==> config.mk <==
export PLATFORM = sky130hd
export DESIGN_NAME = multicycle_control
export DESIGN_NICKNAME = d
export VERILOG_FILES = /design/src/rtl/multicycle_control.sv
export SDC_FILE = /design/constraint.sdc
export NUM_CORES = 1
export LEC_CHECK = 0
export BUFFER_PORTS_ARGS = -buffer_cell sky130_fd_sc_hd__buf_2
export CORE_MARGIN = 5
export CORE_UTILIZATION = 30
export CTS_CLUSTER_SIZE = 24
export DETAILED_ROUTE_END_ITERATION = 10
export GPL_TIMING_DRIVEN = 1
export PLACE_DENSITY = 0.71
export SKIP_LAST_GASP = 1
export SLEW_MARGIN = 20
export SYNTH_ARGS = -nofsm -noshare
export SYNTH_HDL_FRONTEND = slang
export SYNTH_SLANG_ARGS = --single-unit
==> constraint.sdc <==
create_clock -name clk -period 3.1 [get_ports clk]
set_input_delay 0.31 -clock clk [delete_from_list [all_inputs] [get_ports clk]]
set_output_delay 0.31 -clock clk [all_outputs]
set_load 0.03 [all_outputs]
==> src/rtl/multicycle_control.sv <==
// Moore FSM sequencing the multicycle 64-bit RISC-V datapath (R-type, addi, ld, sd, beq).
// Define CTRL_HALT_ON_ILLEGAL_EN to park the core in HALT on an unrecognised opcode.
module multicycle_control #(
  parameter logic [2:0] ALU_ADD = 3'b000,
  parameter logic [2:0] ALU_SUB = 3'b001,
  parameter logic [2:0] ALU_AND = 3'b010,
  parameter logic [2:0] ALU_OR  = 3'b011,
  parameter logic [2:0] ALU_XOR = 3'b100
) (
  input  logic        clk,
  input  logic        reset,
  input  logic [31:0] instruction,
  input  logic        alu_zero,
  output logic        PCWrite,
  output logic        PCWriteCond,
  output logic        PCSource,
  output logic        ALUSrcA,
  output logic        LoadAOut,
  output logic        RegWrite,
  output logic        LoadRegA,
  output logic        LoadRegB,
  output logic        MemToReg,
  output logic        DMemOp,
  output logic        LoadMDR,
  output logic        IMemRead,
  output logic        IRWrite,
  output logic [1:0]  ALUSrcB,
  output logic [2:0]  ALUOp,
  output logic        halted
);

  localparam logic [6:0] OpR      = 7'b0110011;
  localparam logic [6:0] OpImm    = 7'b0010011;
  localparam logic [6:0] OpLoad   = 7'b0000011;
  localparam logic [6:0] OpStore  = 7'b0100011;
  localparam logic [6:0] OpBranch = 7'b1100011;

  typedef enum logic [3:0] {
    StFetch    = 4'd0,
    StIrLoad   = 4'd1,
    StDecode   = 4'd2,
    StExecR    = 4'd3,
    StExecI    = 4'd4,
    StAluWb    = 4'd5,
    StMemAddr  = 4'd6,
    StMemRead  = 4'd7,
    StMemLoad  = 4'd8,
    StLdWb     = 4'd9,
    StMemWrite = 4'd10,
    StBranch   = 4'd11,
`ifdef CTRL_HALT_ON_ILLEGAL_EN
    StPcInc    = 4'd12,
    StHalt     = 4'd13
`else
    StPcInc    = 4'd12
`endif
  } state_e;

  state_e state_q, state_d;

  logic [6:0] opcode;
  logic [3:0] r_func;
  logic [2:0] r_alu_op;
  logic       unused_instr;

  assign opcode       = instruction[6:0];
  assign r_func       = {instruction[30], instruction[14:12]};
  assign unused_instr = ^{instruction[31], instruction[29:15], instruction[11:7]};

  always_comb begin
    case (r_func)
      4'b0000: r_alu_op = ALU_ADD;
      4'b1000: r_alu_op = ALU_SUB;
      4'b0111: r_alu_op = ALU_AND;
      4'b0110: r_alu_op = ALU_OR;
      4'b0100: r_alu_op = ALU_XOR;
      default: r_alu_op = ALU_ADD;
    endcase
  end

  always_ff @(posedge clk or posedge reset) begin
    if (reset) begin
      state_q <= StFetch;
    end else begin
      state_q <= state_d;
    end
  end

  always_comb begin
    state_d     = state_q;
    PCWrite     = 1'b0;
    PCWriteCond = 1'b0;
    PCSource    = 1'b0;
    ALUSrcA     = 1'b0;
    LoadAOut    = 1'b0;
    RegWrite    = 1'b0;
    LoadRegA    = 1'b0;
    LoadRegB    = 1'b0;
    MemToReg    = 1'b0;
    DMemOp      = 1'b0;
    LoadMDR     = 1'b0;
    IMemRead    = 1'b0;
    IRWrite     = 1'b0;
    ALUSrcB     = 2'b00;
    ALUOp       = ALU_ADD;
    halted      = 1'b0;

    case (state_q)
      StFetch: begin
        IMemRead = 1'b1;
        state_d  = StIrLoad;
      end
      StIrLoad: begin
        IMemRead = 1'b1;
        IRWrite  = 1'b1;
        state_d  = StDecode;
      end
      StDecode: begin
        // Branch target (PC + imm*2) is parked in ALUOut for BRANCH to use.
        LoadRegA = 1'b1;
        LoadRegB = 1'b1;
        LoadAOut = 1'b1;
        ALUSrcB  = 2'b11;
        case (opcode)
          OpR:              state_d = StExecR;
          OpImm:            state_d = StExecI;
          OpLoad, OpStore:  state_d = StMemAddr;
          OpBranch:         state_d = StBranch;
`ifdef CTRL_HALT_ON_ILLEGAL_EN
          default:          state_d = StHalt;
`else
          default:          state_d = StPcInc;
`endif
        endcase
      end
      StExecR: begin
        ALUSrcA  = 1'b1;
        LoadAOut = 1'b1;
        ALUOp    = r_alu_op;
        state_d  = StAluWb;
      end
      StExecI, StMemAddr: begin
        ALUSrcA  = 1'b1;
        ALUSrcB  = 2'b10;
        LoadAOut = 1'b1;
        if (state_q == StExecI) begin
          state_d = StAluWb;
        end else if (opcode == OpLoad) begin
          state_d = StMemRead;
        end else begin
          state_d = StMemWrite;
        end
      end
      StAluWb: begin
        RegWrite = 1'b1;
        PCWrite  = 1'b1;
        ALUSrcB  = 2'b01;
        state_d  = StFetch;
      end
      StMemRead: begin
        state_d = StMemLoad;
      end
      StMemLoad: begin
        LoadMDR = 1'b1;
        state_d = StLdWb;
      end
      StLdWb: begin
        RegWrite = 1'b1;
        MemToReg = 1'b1;
        PCWrite  = 1'b1;
        ALUSrcB  = 2'b01;
        state_d  = StFetch;
      end
      StMemWrite: begin
        DMemOp  = 1'b1;
        PCWrite = 1'b1;
        ALUSrcB = 2'b01;
        state_d = StFetch;
      end
      StBranch: begin
        ALUSrcA     = 1'b1;
        ALUOp       = ALU_SUB;
        PCWriteCond = 1'b1;
        PCSource    = 1'b1;
        state_d     = alu_zero ? StFetch : StPcInc;
      end
      StPcInc: begin
        PCWrite = 1'b1;
        ALUSrcB = 2'b01;
        state_d = StFetch;
      end
`ifdef CTRL_HALT_ON_ILLEGAL_EN
      StHalt: begin
        halted  = 1'b1;
        state_d = StHalt;
      end
`endif
      default: begin
        state_d = StFetch;
      end
    endcase
  end

endmodule
==> flow_summary.json, run 1 <==
{
  "start_kind": "flop",
  "cts_tree": "done",
  "hpwl_mm": 1.08,
  "path_cells": "nand2b_1 -> a21boi_0 -> o21bai_1 -> o21ai_0 -> buf_2",
  "yosys_register_bits": 4,
  "async_flop_share_pct": 100,
  "finalCritPeriodShare_pct": 68.0,
  "cts_setup_buffers": 0,
  "vias": 628,
  "critPathArrivalTime_ns": 1.80,
  "dr.pass1.iters": 4,
  "place_inst": 112,
  "largest_reg_flops": 4,
  "reg.largest.list": "state_q x4",
  "pre_cts_slack_ns": 1.26,
  "cp_slowest_cell": "dfrtp_1",
  "hold_viol": 0,
  "cts-buffers-inserted": 3,
  "h-tree-depth": 1,
  "clock-root-buffer": "clkbuf_4",
  "grt-ovfl-total": 0,
  "synth_top_cell_by_area": "dfrtp_1",
  "required_ns": 2.79,
  "placed_area_sq_um": 624,
  "tightestPinTransition_ns": 0.528,
  "route.detailed.drc": 0,
  "avgSynthCellArea_sq_um": 6.76,
  "routed_wl_mm": 1.39,
  "end_kind": "output pin",
  "fmax_mhz": 475,
  "post_drt_wl_per_cell_microns": 12.0,
  "antenna_found_initial": 0,
  "synth-adder-area-share_pct": 0,
  "ir_worst_vdd_uv": 274,
  "drt_iter0_drc": 9,
  "synth_top_family_by_area": "simple AND/OR/NAND/NOR gates",
  "diodes": 0,
  "grt_max_degree": 19,
  "drv_cap": 0,
  "syn_nets": 109,
  "final_area_sq_um": 657,
  "synth_compound_area_share_pct": 26.0,
  "worst-path-buf-inv": 1,
  "crit_family": "flip-flops",
  "clockBufferDepth": 2,
  "powerDensity_mw_per_mm2": 961,
  "antenna_left": 0,
  "grt_pass1_wl_mm": 2.15,
  "clk_latency_ns": 0.23,
  "crit_type": "flop to output pin",
  "setup-violations-final": 0,
  "finalNonFillerCells": 116,
  "timing.slew.headroom_pct": 64.8,
  "rows": 14,
  "yosys.cell_count.top_type": "nor2_1",
  "cts_sinks": 4,
  "synth.area.top_cells": "dfrtp_1 (20%), nor2_1 (8.3%), nor3_1 (7.0%)",
  "synth_seq_area_share_pct": 20.0,
  "io_pins": 54,
  "hold_slack_ns": 0.442,
  "grt_util_all_layers_pct": 10.4,
  "areaGrowthSynthToFinish_pct": 31.3,
  "die-area_sq_mm": 0.00259,
  "power_mw": 0.631,
  "largest-register": "state_q",
  "cp_max_fo": 18,
  "io_buffer_count": 31,
  "gp_congestion": 0.759,
  "ys_top_cells_by_count": "nor2_1 (11), nor3_1 (7), nand2_1 (5), o21ai_0 (5)",
  "clk_pin_slew_ns": 0.04,
  "setup-tns-final_ns": 0,
  "period_needed_ns": 2.11,
  "slew_viol_final": 0,
  "synth_edf_count": 0,
  "initial_core_util_pct": 32.5,
  "grt_pass1_vias": 529,
  "synth_area_sq_um": 500,
  "drt-vias-per-instance": 5.41,
  "yosys.area_share.xor_xnor_pct": 1.75,
  "synthCells": 74,
  "die_h_microns": 50.8,
  "p_leak_nw": 0.341,
  "ys.flop_type": "dfrtp_1",
  "ys_types": 32,
  "netlist.area_leader.share_pct": 20.0,
  "fin_ws_ns": 0.993,
  "drive_above_1_share_pct": 37.0,
  "dieWidth_microns": 50.8,
  "yosys.area_share.simple_pct": 39.8,
  "core_area_sq_mm": 0.00154,
  "rsz0062_at_grt": "no",
  "skew_ns": 0.00249,
  "synthMuxAreaShare_pct": 0,
  "critPathMaxStageDelay_ns": 0.66,
  "fin_util_pct": 42.6,
  "synth_warnings": 0,
  "ctsResizeCount": 0,
  "status": "finished clean",
  "fin_nets": 137,
  "holdCritPathClass": "input pin to flop"
}
[where the power goes]
group	switching, mW	internal [mW]	leakage, nW
Clock	0.0185	0.0431	0.0138
Combinational	0.273	0.148	0.276
Sequential	0.0748	0.0731	0.0513
[what timing repair did]
item / CTS / global route
hold buffers: 1 / 0
setup endpoints to repair: 0 / 0
endpoints found under the hold margin: 4 / 0
[cell usage in the layout, fill, tap and decap left out, drive strengths merged, types with 3 or more instances in the layout]
| cell type | n |
|---|---|
| dfrtp | 4 |
| buf | 31 |
| nor3 | 7 |
| nor2 | 11 |
| nand2b | 4 |
| nand2 | 5 |
| a21oi | 5 |
| clkbuf | 3 |
| o21ai | 5 |
[area by class of cell]
cell class / count / area, sq um
fill: 173 / 885
multi-input combinational: 59 / 342
timing repair buffer: 32 / 165
sequential: 4 / 100
clock buffer: 3 / 22.5
tap: 16 / 20.0
inverter: 2 / 7.51
[worst paths after layout]
path | startpoint | to | slack (ns) | depth (start not counted)
max in group asynchronous | reset | state_q[2] | 2.45 | 3
min reg2reg | state_q[3] | state_q[1] | 0.76 | 1
max reg2reg | state_q[2] | state_q[0] | 1.45 | 4
min | instruction[5] | state_q[1] | 0.44 | 3
max | state_q[2] | ALUSrcB[0] | 0.99 | 5
min in group asynchronous | reset | state_q[1] | 0.51 | 3
[cell families after synthesis]
family                    after synthesis
AOI/OAI and AO/OA                      20
DFF                                     4
and+or+nand+nor                        37
buffers and inverters                  11
xor gates and xnor gates                1
other                                   1
[routing by layer]
metal  GRT usage [%]  vias to the layer above  wire, microns
met5               0                        -              0
met4            5.11                        0              0
met3            2.33                        0            120
met2            19.2                       33            723
met1            10.9                      285            544
li1                -                      310              -
[worst register-to-register path, stage by stage (launching register included)]
cell and delay [ns]:
dfrtp_1 0.66, and3b_4 0.30, a21oi_2 0.09, a21oi_1 0.09, or3_1 0.39
No activity file was read; power rests on OpenSTA's default activity.
==> run 2, diff against run 1 <==
PLACE_DENSITY = 0.74   (was 0.71)
clock period = 1.9 ns   (was 3.1 ns; I/O delays follow)
==> flow_summary.json, run 2 (synthesis results as in run 1) <==
{
  "final_cell_mix": "buf_2 (31), nor2_1 (11), nor3_1 (7), nand2_1 (5), o21ai_0 (5)",
  "place_inst": 115,
  "p_leak_nw": 0.355,
  "routed_wl_mm": 1.49,
  "gr-max-usage-layer": "met2",
  "largest-register": "state_q",
  "die-area_sq_mm": 0.00259,
  "die_h_microns": 50.8,
  "skew_ns": 0.00238,
  "powerDensity_mw_per_mm2": 1580,
  "route.detailed.drc": 0,
  "start_kind": "flop",
  "reg.largest.list": "state_q x4",
  "cts-buffers-inserted": 3,
  "rows": 14,
  "final_common_cell": "buf_2",
  "final_area_sq_um": 681,
  "clk_latency_ns": 0.24,
  "areaGrowthSynthToFinish_pct": 36.0,
  "use_met2_pct": 17.1,
  "end_kind": "output pin",
  "io_buffer_count": 31,
  "grtUsageMet1_pct": 12.8,
  "period_needed_ns": 1.82,
  "drive_above_1_share_pct": 39.8,
  "required_ns": 1.71,
  "core_area_sq_mm": 0.00154,
  "cts_sinks": 4,
  "hpwl_mm": 1.13,
  "initial_core_util_pct": 32.5,
  "cp_max_fo": 13,
  "gp_congestion": 0.823,
  "clk_pin_slew_ns": 0.03,
  "power_mw": 1.08,
  "rsz0062_at_grt": "no",
  "critPathArrivalTime_ns": 1.63,
  "status": "finished clean",
  "cts_setup_buffers": 0,
  "h-tree-depth": 1,
  "finalNonFillerCells": 119,
  "drt_iter0_drc": 16,
  "grt_max_degree": 14,
  "drv_cap": 0,
  "antenna_left": 0,
  "clock-root-buffer": "clkbuf_4",
  "cts_tree": "done",
  "grt_pass1_wl_mm": 2.17,
  "setup-violations-final": 0,
  "grt_util_all_layers_pct": 10.8,
  "diodes": 0,
  "holdCritPathClass": "input pin to flop",
  "ir_worst_vdd_uv": 824,
  "finalCritPeriodShare_pct": 95.6,
  "io_pins": 54,
  "slew_viol_final": 0,
  "drt-vias-per-instance": 5.32,
  "antenna_found_initial": 0,
  "dieWidth_microns": 50.8,
  "vias": 633,
  "dr.pass1.iters": 4,
  "post_drt_wl_per_cell_microns": 12.5,
  "placed_area_sq_um": 647,
  "fin_nets": 140,
  "grt_use_met3_pct": 1.16,
  "hold_viol": 0,
  "crit_type": "flop to output pin",
  "largest_reg_flops": 4,
  "setup-tns-final_ns": 0,
  "clockBufferDepth": 2,
  "fmax_mhz": 550,
  "grt_pass1_vias": 537,
  "grt-ovfl-total": 0
}
-- run 2: final cells by class --
type	instances	area, sq um
Multi-Input combinational cell	59	342
Clock buffer	3	22.5
Tap cell	16	20.0
Inverter	2	7.51
Sequential cell	4	101
Fill cell	166	861
Timing Repair Buffer	35	188
-- run 2: stage by stage --
step	hold WS (ns)	worst slack (ns)	utilization [%]
final	0.305	0.0828	44.2
after global routing	0.331	0.00201	44.2
after CTS	0.301	0.0175	44.1
after detailed placement	0.0729	0.292	42.0
after global placement	0.0702	0.325	42.0
after floorplan	-0.0439	0.148	-
-- run 2: final timing paths --
| kind | to | cells after the start | startpoint | slack (ns) |
|---|---|---|---|---|
| worst max-delay path | ALUOp[2] | 6 | state_q[0] | 0.08 |
| worst min-delay path | state_q[1] | 3 | instruction[5] | 0.30 |
| worst max register to register | state_q[0] | 5 | state_q[2] | 0.34 |
| worst min register to register | state_q[3] | 2 | state_q[1] | 0.68 |
| max in group asynchronous | state_q[1] | 3 | reset | 1.36 |
| min in group asynchronous | state_q[2] | 3 | reset | 0.37 |
-- run 2: metal layers --
metal	up-vias	share of wire (%)	routed length, microns
met4	0	2.2	32
met2	36	52	770
met1	279	35	521
met3	4	11	163
li1	314	-	-
met5	-	0	0
-- run 2: worst max-delay path, stage by stage, from the launching register on --
cell and delay [ns]:
dfrtp_1 0.33, buf_4 0.18, nand2_1 0.10, nor3b_1 0.33, nand2_1 0.11, nor3_1 0.12, buf_2 0.22
-- run 2: power by group --
| part | switching [mW] | internal [mW] |
|---|---|---|
| combinational | 0.526 | 0.273 |
| clock | 0.0350 | 0.0707 |
| sequential | 0.0506 | 0.122 |
-- run 2: timing repair --
action / 4_1_cts / 5_1_grt
hold endpoints to repair: 4 / 0
endpoints found under the setup margin: 0 / 3
resized for setup: 0 / 1
hold buffers: 1 / 0
